File: config.mk
export PLATFORM = sky130hd
export DESIGN_NAME = sobel_frame_sequencer
export DESIGN_NICKNAME = d
export VERILOG_FILES = /design/src/rtl/sobel_frame_sequencer.sv
export SDC_FILE = /design/constraint.sdc
export NUM_CORES = 1
export LEC_CHECK = 0
export CORE_UTILIZATION = 45
export CTS_CLUSTER_SIZE = 14
export DETAILED_ROUTE_END_ITERATION = 10
export GPL_TIMING_DRIVEN = 0
export PLACE_DENSITY = 0.64
export SYNTH_ARGS = -nofsm -noshare
export SYNTH_HDL_FRONTEND = slang
export SYNTH_SLANG_ARGS = --single-unit
File: constraint.sdc
create_clock -name clk_i -period 17.4 [get_ports clk_i]
set_input_delay 3.48 -clock clk_i [delete_from_list [all_inputs] [get_ports clk_i]]
set_output_delay 3.48 -clock clk_i [all_outputs]
set_load 0.1 [all_outputs]
File: src/rtl/sobel_frame_sequencer.sv
// Frame scheduler for the Sobel window engine: walks the source frame in
// column-strip window order, feeds the engine and writes results back.
module sobel_frame_sequencer #(
    parameter int PIXEL_WIDTH = 8,
    parameter int DIM_BITS    = 10,
    parameter int ADDR_WIDTH  = 20
) (
    input  logic                   clk_i,
    input  logic                   reset_i,
    input  logic                   start_i,
    input  logic [DIM_BITS-1:0]    cfg_width_i,
    input  logic [DIM_BITS-1:0]    cfg_height_i,
    output logic                   busy_o,
    output logic                   done_o,
    output logic                   err_o,
    output logic                   rd_en_o,
    output logic [ADDR_WIDTH-1:0]  rd_addr_o,
    input  logic [PIXEL_WIDTH-1:0] rd_data_i,
    output logic                   eng_start_o,
    output logic [PIXEL_WIDTH-1:0] eng_px_o,
    output logic                   eng_px_valid_o,
    output logic                   eng_load9_o,
    input  logic                   eng_ready_i,
    input  logic [PIXEL_WIDTH-1:0] eng_res_i,
    input  logic                   eng_res_valid_i,
    output logic                   wr_en_o,
    output logic [ADDR_WIDTH-1:0]  wr_addr_o,
    output logic [PIXEL_WIDTH-1:0] wr_data_o
);

    typedef enum logic [2:0] {
        S_IDLE,
        S_CHECK,
        S_FETCH,
        S_DRAIN,
        S_DONE
    } state_t;

    state_t state;

    logic [DIM_BITS-1:0]  w_q, h_q;
    logic [DIM_BITS-1:0]  rc, rr, oc, orow;
    logic [1:0]           dx, dy;
    logic                 infl, infl_l9, res_done;
    logic [PIXEL_WIDTH:0] fifo [2];
    logic                 wp, rp;
    logic [1:0]           cnt;

    logic                  cfg_bad, load9, burst_end, strip_end, last_read;
    logic                  pop, res_take, res_last;
    logic [2:0]            occ_n;
    logic [ADDR_WIDTH-1:0] rd_row, rd_addr, wr_addr;

    assign cfg_bad   = (cfg_width_i < DIM_BITS'(3)) || (cfg_height_i < DIM_BITS'(3));
    assign load9     = (rr == '0);
    assign burst_end = (dx == 2'd2) && (!load9 || dy == 2'd2);
    assign strip_end = (rr == h_q - DIM_BITS'(3));
    assign last_read = burst_end && strip_end && (rc == w_q - DIM_BITS'(3));

    // A head pixel leaving this cycle frees its slot for the next read.
    assign pop   = eng_px_valid_o && eng_ready_i;
    assign occ_n = {1'b0, cnt} + {2'b0, infl} - {2'b0, pop};

    assign busy_o  = (state != S_IDLE);
    assign rd_en_o = (state == S_FETCH) && (occ_n < 3'd2);

    assign rd_row  = ADDR_WIDTH'(rr) + ADDR_WIDTH'(load9 ? dy : 2'd2);
    assign rd_addr = rd_row * ADDR_WIDTH'(w_q)
                   + ADDR_WIDTH'(rc) + ADDR_WIDTH'(dx);
    assign rd_addr_o = rd_en_o ? rd_addr : '0;

    assign eng_px_valid_o = (cnt != 2'd0);
    assign eng_px_o    = eng_px_valid_o ? fifo[rp][PIXEL_WIDTH-1:0] : '0;
    assign eng_load9_o = eng_px_valid_o && fifo[rp][PIXEL_WIDTH];

    assign res_take = eng_res_valid_i && !res_done
                   && (state == S_FETCH || state == S_DRAIN);
    assign res_last = (orow == h_q - DIM_BITS'(3)) && (oc == w_q - DIM_BITS'(3));
    assign wr_addr  = (ADDR_WIDTH'(orow) + ADDR_WIDTH'(1)) * ADDR_WIDTH'(w_q)
                    + ADDR_WIDTH'(oc) + ADDR_WIDTH'(1);

    always_ff @(posedge clk_i or posedge reset_i) begin
        if (reset_i) begin
            state       <= S_IDLE;
            w_q         <= '0;
            h_q         <= '0;
            rc          <= '0;
            rr          <= '0;
            oc          <= '0;
            orow        <= '0;
            dx          <= '0;
            dy          <= '0;
            infl        <= 1'b0;
            infl_l9     <= 1'b0;
            res_done    <= 1'b0;
            fifo[0]     <= '0;
            fifo[1]     <= '0;
            wp          <= 1'b0;
            rp          <= 1'b0;
            cnt         <= '0;
            done_o      <= 1'b0;
            err_o       <= 1'b0;
            eng_start_o <= 1'b0;
            wr_en_o     <= 1'b0;
            wr_addr_o   <= '0;
            wr_data_o   <= '0;
        end else begin
            eng_start_o <= 1'b0;
            done_o      <= 1'b0;
            wr_en_o     <= 1'b0;

            infl    <= rd_en_o;
            infl_l9 <= load9;

            if (infl) begin
                fifo[wp] <= {infl_l9, rd_data_i};
                wp       <= ~wp;
            end
            if (pop)
                rp <= ~rp;
            cnt <= cnt + 2'(infl) - 2'(pop);

            if (rd_en_o) begin
                if (burst_end) begin
                    dx <= '0;
                    dy <= '0;
                    if (strip_end) begin
                        rr <= '0;
                        rc <= rc + DIM_BITS'(1);
                    end else begin
                        rr <= rr + DIM_BITS'(1);
                    end
                end else if (dx == 2'd2) begin
                    dx <= '0;
                    dy <= dy + 2'd1;
                end else begin
                    dx <= dx + 2'd1;
                end
            end

            if (res_take) begin
                wr_en_o   <= 1'b1;
                wr_addr_o <= wr_addr;
                wr_data_o <= eng_res_i;
                if (res_last) begin
                    res_done <= 1'b1;
                end else if (orow == h_q - DIM_BITS'(3)) begin
                    orow <= '0;
                    oc   <= oc + DIM_BITS'(1);
                end else begin
                    orow <= orow + DIM_BITS'(1);
                end
            end

            unique case (state)
                S_IDLE: begin
                    if (start_i) begin
                        w_q         <= cfg_width_i;
                        h_q         <= cfg_height_i;
                        eng_start_o <= !cfg_bad;
                        state       <= S_CHECK;
                    end
                end
                S_CHECK: begin
                    if (w_q < DIM_BITS'(3) || h_q < DIM_BITS'(3)) begin
                        err_o  <= 1'b1;
                        done_o <= 1'b1;
                        state  <= S_IDLE;
                    end else begin
                        err_o    <= 1'b0;
                        rc       <= '0;
                        rr       <= '0;
                        dx       <= '0;
                        dy       <= '0;
                        oc       <= '0;
                        orow     <= '0;
                        res_done <= 1'b0;
                        state    <= S_FETCH;
                    end
                end
                S_FETCH: begin
                    if (rd_en_o && last_read)
                        state <= S_DRAIN;
                end
                S_DRAIN: begin
                    if (res_done) begin
                        done_o <= 1'b1;
                        state  <= S_DONE;
                    end
                end
                S_DONE: begin
                    state <= S_IDLE;
                end
                default: state <= S_IDLE;
            endcase
        end
    end

endmodule

==> out/summary.txt <==
Area of the die -> 34200 µm²
Routed vias -> 12100
Mapped cell area -> 15000 µm²
Yosys top cell area share -> 21.7%
Hold path cells -> 2
End of the worst register-to-register path -> wr_addr_o[15]$_DFFE_PP0P_
Clock transition at path regs -> 70 ps
Reg2reg path depth -> 21
Critical path required time -> 13920 ps
Routability Congestion -> 0.912
Post-Synthesis Net Count -> 2014
Initial antenna violation count -> 0
Initial drt markers -> 770
Simple-gate area share of the yosys netlist -> 19.8%
Mapped Cells -> 1684
Post-CTS setup buffer count -> 0
Setup crit end kind -> output pin
Finished Cell Area -> 17300 µm²
Synth Warn # -> 0
Clock root buffer -> clkbuf_16
Post-Synth Adder-Cell Area -> 32.2%
Power density over cell area -> 200 nW/µm²
H-tree depth -> 4
Post-route ant nets -> 0
Area leader, netlist -> fa_1
Max Cap Viol -> 0
Hold Vio Cnt, Final -> 0
CP Class -> flop to output pin
Pre-CTS setup slack -> 4900 ps
Register area share after synthesis -> 20.6%
Synth-to-Final Area Change -> 14.9%
RSZ-0062 raised after global routing -> no
Synth Area per Inst -> 8.94 µm²
Nets -> 2138
Die X -> 185 µm
Residual DRC count -> 0
Ys flop type -> dfrtp_1
Initial cell density of the core -> 46.0%
Setup-failing EPs final -> 0
Slew @ Worst Pin -> 1450 ps
Grt ovf -> 0
DP Area -> 16700 µm²
Clk_skew -> 13.4 ps
Xor and xnor area share after synthesis -> 6.96%
Lkg Pwr -> 0.00818 µW
Mux cell area share after synthesis -> 3.89%
Crit-path max FO -> 10
TritonRoute pass-1 iters -> 5
Worst hold path startpoint -> wr_data_o[4]$_DFFE_PP0P_
Layout cells sized above 1 -> 5.55%
Post-route minimum period -> 13010 ps
Io pins -> 105
Final WS setup -> 4390 ps
Status -> complete, no violations
Post-synth EDFFs -> 0
Worst hold path type -> flop to flop
Fin crit share -> 74.8%
WHS -> 480 ps
Worst hold endpoint -> wr_data_o[4]$_DFFE_PP0P_
Max Fclk -> 0.0769 GHz
Flop-to-flop setup slack -> 10730 ps
Cell variety after synth -> 69
Port Buffers -> 104
FILL cells -> 3168
Total clock buffers created by CTS -> 17
First-pass GRT wire length -> 65300 µm
Core region area -> 32700 µm²
Vias in the first global route -> 12500
DIE HEIGHT -> 185 µm
Largest net degree at the start of global routing -> 96
Share of async-settable or async-resettable flops after synthesis -> 100%
Synth Area in Compound Gates -> 8.18%
Worst r2r src -> orow[0]$_DFF_PP0_
Crit start category -> flop
Setup TNS -> 0 ps
HPWL Detailed -> 30500 µm
Post-CTS Resized -> 0
Largest cells by area after synthesis -> fa_1 (22%), dfrtp_1 (21%), ha_1 (10%), inv_1 (6.2%), nand2_1 (5.2%)
Std cell rows -> 66
Wire per inst -> 17.2 µm
Worst-skew pair later-pin latency -> 430 ps
Vias per std cell -> 5.33
Peak VDD IR -> 0.134 mV
Worst EP arrival -> 9530 ps
Tot GR Track Use -> 24.6%
Clk buf depth -> 2
Largest family of logic cells by synthesized area -> adder cells
Post-CTS Hold Fix Bufs -> 0
CTS tree -> built
Area taken by multi-input logic gates -> 10700 µm²
#FFs+latches synth -> 124
Post-Route WL -> 39000 µm
Clk sinks -> 124
Final max-slew violation count -> 0
Reg area -> 3100 µm²
Slew margin rel. -> 2.14%
Total power -> 3460 µW
[cell type report]
class	instances	area share (%)
sequential	124	18.0
clock inverter	15	1.01
timing repair buffer	105	6.18
buffer	80	1.96
multi-input combinational	1233	61.8
antenna	2	0.0290
inverter	247	5.39
tap	442	3.20
clock buffer	17	2.46
[cells in the mapped netlist, types with 3 or more instances]
cell type / count
nand2_1: 207
and2_1: 99
or3_1: 9
nand2b_1: 17
fa_1: 163
nand4_1: 14
o31ai_1: 6
nand4b_1: 4
and4_1: 6
o21ai_0: 39
clkbuf_1: 62
nor2_1: 97
nor4_1: 15
mux2i_1: 18
a31oi_1: 12
or2_2: 4
xor2_1: 34
o21a_1: 8
buf_1: 4
a221oi_1: 4
nand3b_1: 3
nor3b_1: 6
a211oi_1: 6
a31o_2: 4
inv_1: 247
nor3_1: 28
and3_1: 12
nand3_1: 34
dfrtp_1: 124
ha_1: 126
o211ai_1: 8
mux2_2: 36
a21oi_1: 42
buf_6: 3
xnor2_1: 70
or4_1: 7
o22ai_1: 10
buf_2: 10
nor2b_1: 21
xnor3_1: 5
a21o_1: 13
or2b_1: 4
o21bai_1: 8
[report_power, final]
| group | leakage (µW) | switching [µW] | total (µW) | internal (µW) |
|---|---|---|---|---|
| sequential | 0.00159 | 82.3 | 468 | 386 |
| clock | 0.000288 | 167 | 372 | 205 |
| combinational | 0.00630 | 1700 | 2620 | 914 |
[sequential cells by signal, summed over array words and instances (netlist names), 3 cells and up]
register and count:
wr_addr_o 20, fifo 18, h_q 10, oc 10, orow 10, rc 10
rr 10, w_q 10, wr_data_o 8, state 3
[cells by family (layout without fill, tap and decap cells)]
| family | Yosys count | in the layout |
|---|---|---|
| compound gates | 184 | 184 |
| flops | 124 | 124 |
| mux | 54 | 54 |
| xor+xnor | 110 | 110 |
| simple gates | 596 | 596 |
| fa+ha+maj | 289 | 289 |
| buf+inv | 327 | 464 |
| other cells | 0 | 2 |
[worst max-delay path, cell delays in order, from the launching register on]
cell and delay (ps):
dfrtp_1 370, clkbuf_1 220, nor4_1 430, nand3_1 190, nor2_1 130, ha_1 200, inv_1 70, fa_1 510
nor2_1 180, xor2_1 880, nand2_1 190, fa_1 550, inv_1 50, fa_1 550, fa_1 450, fa_1 550
inv_1 60, fa_1 530, inv_1 40, ha_1 350, a21o_1 200, a21oi_1 190, o21ai_0 130, a221oi_1 510
o21a_1 200, o21ai_0 100, nor2_1 140, clkdlybuf4s50_1 1140
[worst max-delay path by stage]
stage	to	from
CTS	rd_addr_o[17]	rr[4]$_DFF_PP0_
global route	rd_addr_o[17]	rr[4]$_DFF_PP0_
global placement	rd_addr_o[17]	rr[4]$_DFF_PP0_
finish	rd_addr_o[17]	rr[4]$_DFF_PP0_
detailed placement	rd_addr_o[17]	rr[4]$_DFF_PP0_
floorplan	rd_addr_o[13]	rr[1]$_DFF_PP0_
[metal layers]
metal | wire length (µm) | share of wire [%] | track usage (%)
met4 | 935 | 2.4 | 8.03
met1 | 17300 | 44 | 33.0
met2 | 19000 | 49 | 41.7
met3 | 1810 | 4.6 | 2.34
met5 | 0 | 0 | 0
[cell usage in the layout, fill, tap and decap left out, drive strengths merged, types with 7 or more instances in the layout]
master	netlist	layout
dfrtp	124	124
a31oi	12	12
o21a	8	8
nor4	17	17
fa	163	163
or3	9	9
nand4	14	14
o21ai	39	39
a21oi	43	43
nand3	34	34
nand2	207	207
xnor2	70	70
nor2b	21	21
o211ai	8	8
mux2i	18	18
and3	13	13
o21bai	8	8
and2	99	99
xor2	34	34
or4	7	7
a21o	13	13
clkdlybuf4s50	0	104
nor2	97	97
ha	126	126
inv	247	255
buf	18	19
nand2b	17	17
o22ai	10	10
clkbuf	62	79
mux2	36	36
nor3	28	28
[stage by stage]
step | utilization (%) | cells
6_report | 52.9 | 2265
5_1_grt | 52.8 | 2263
4_1_cts | 52.8 | 2263
3_5_place_dp | 51.0 | 2231
3_3_place_gp | 50.9 | 2230
2_1_floorplan | - | 1684
No activity file was read; power rests on OpenSTA's default activity.
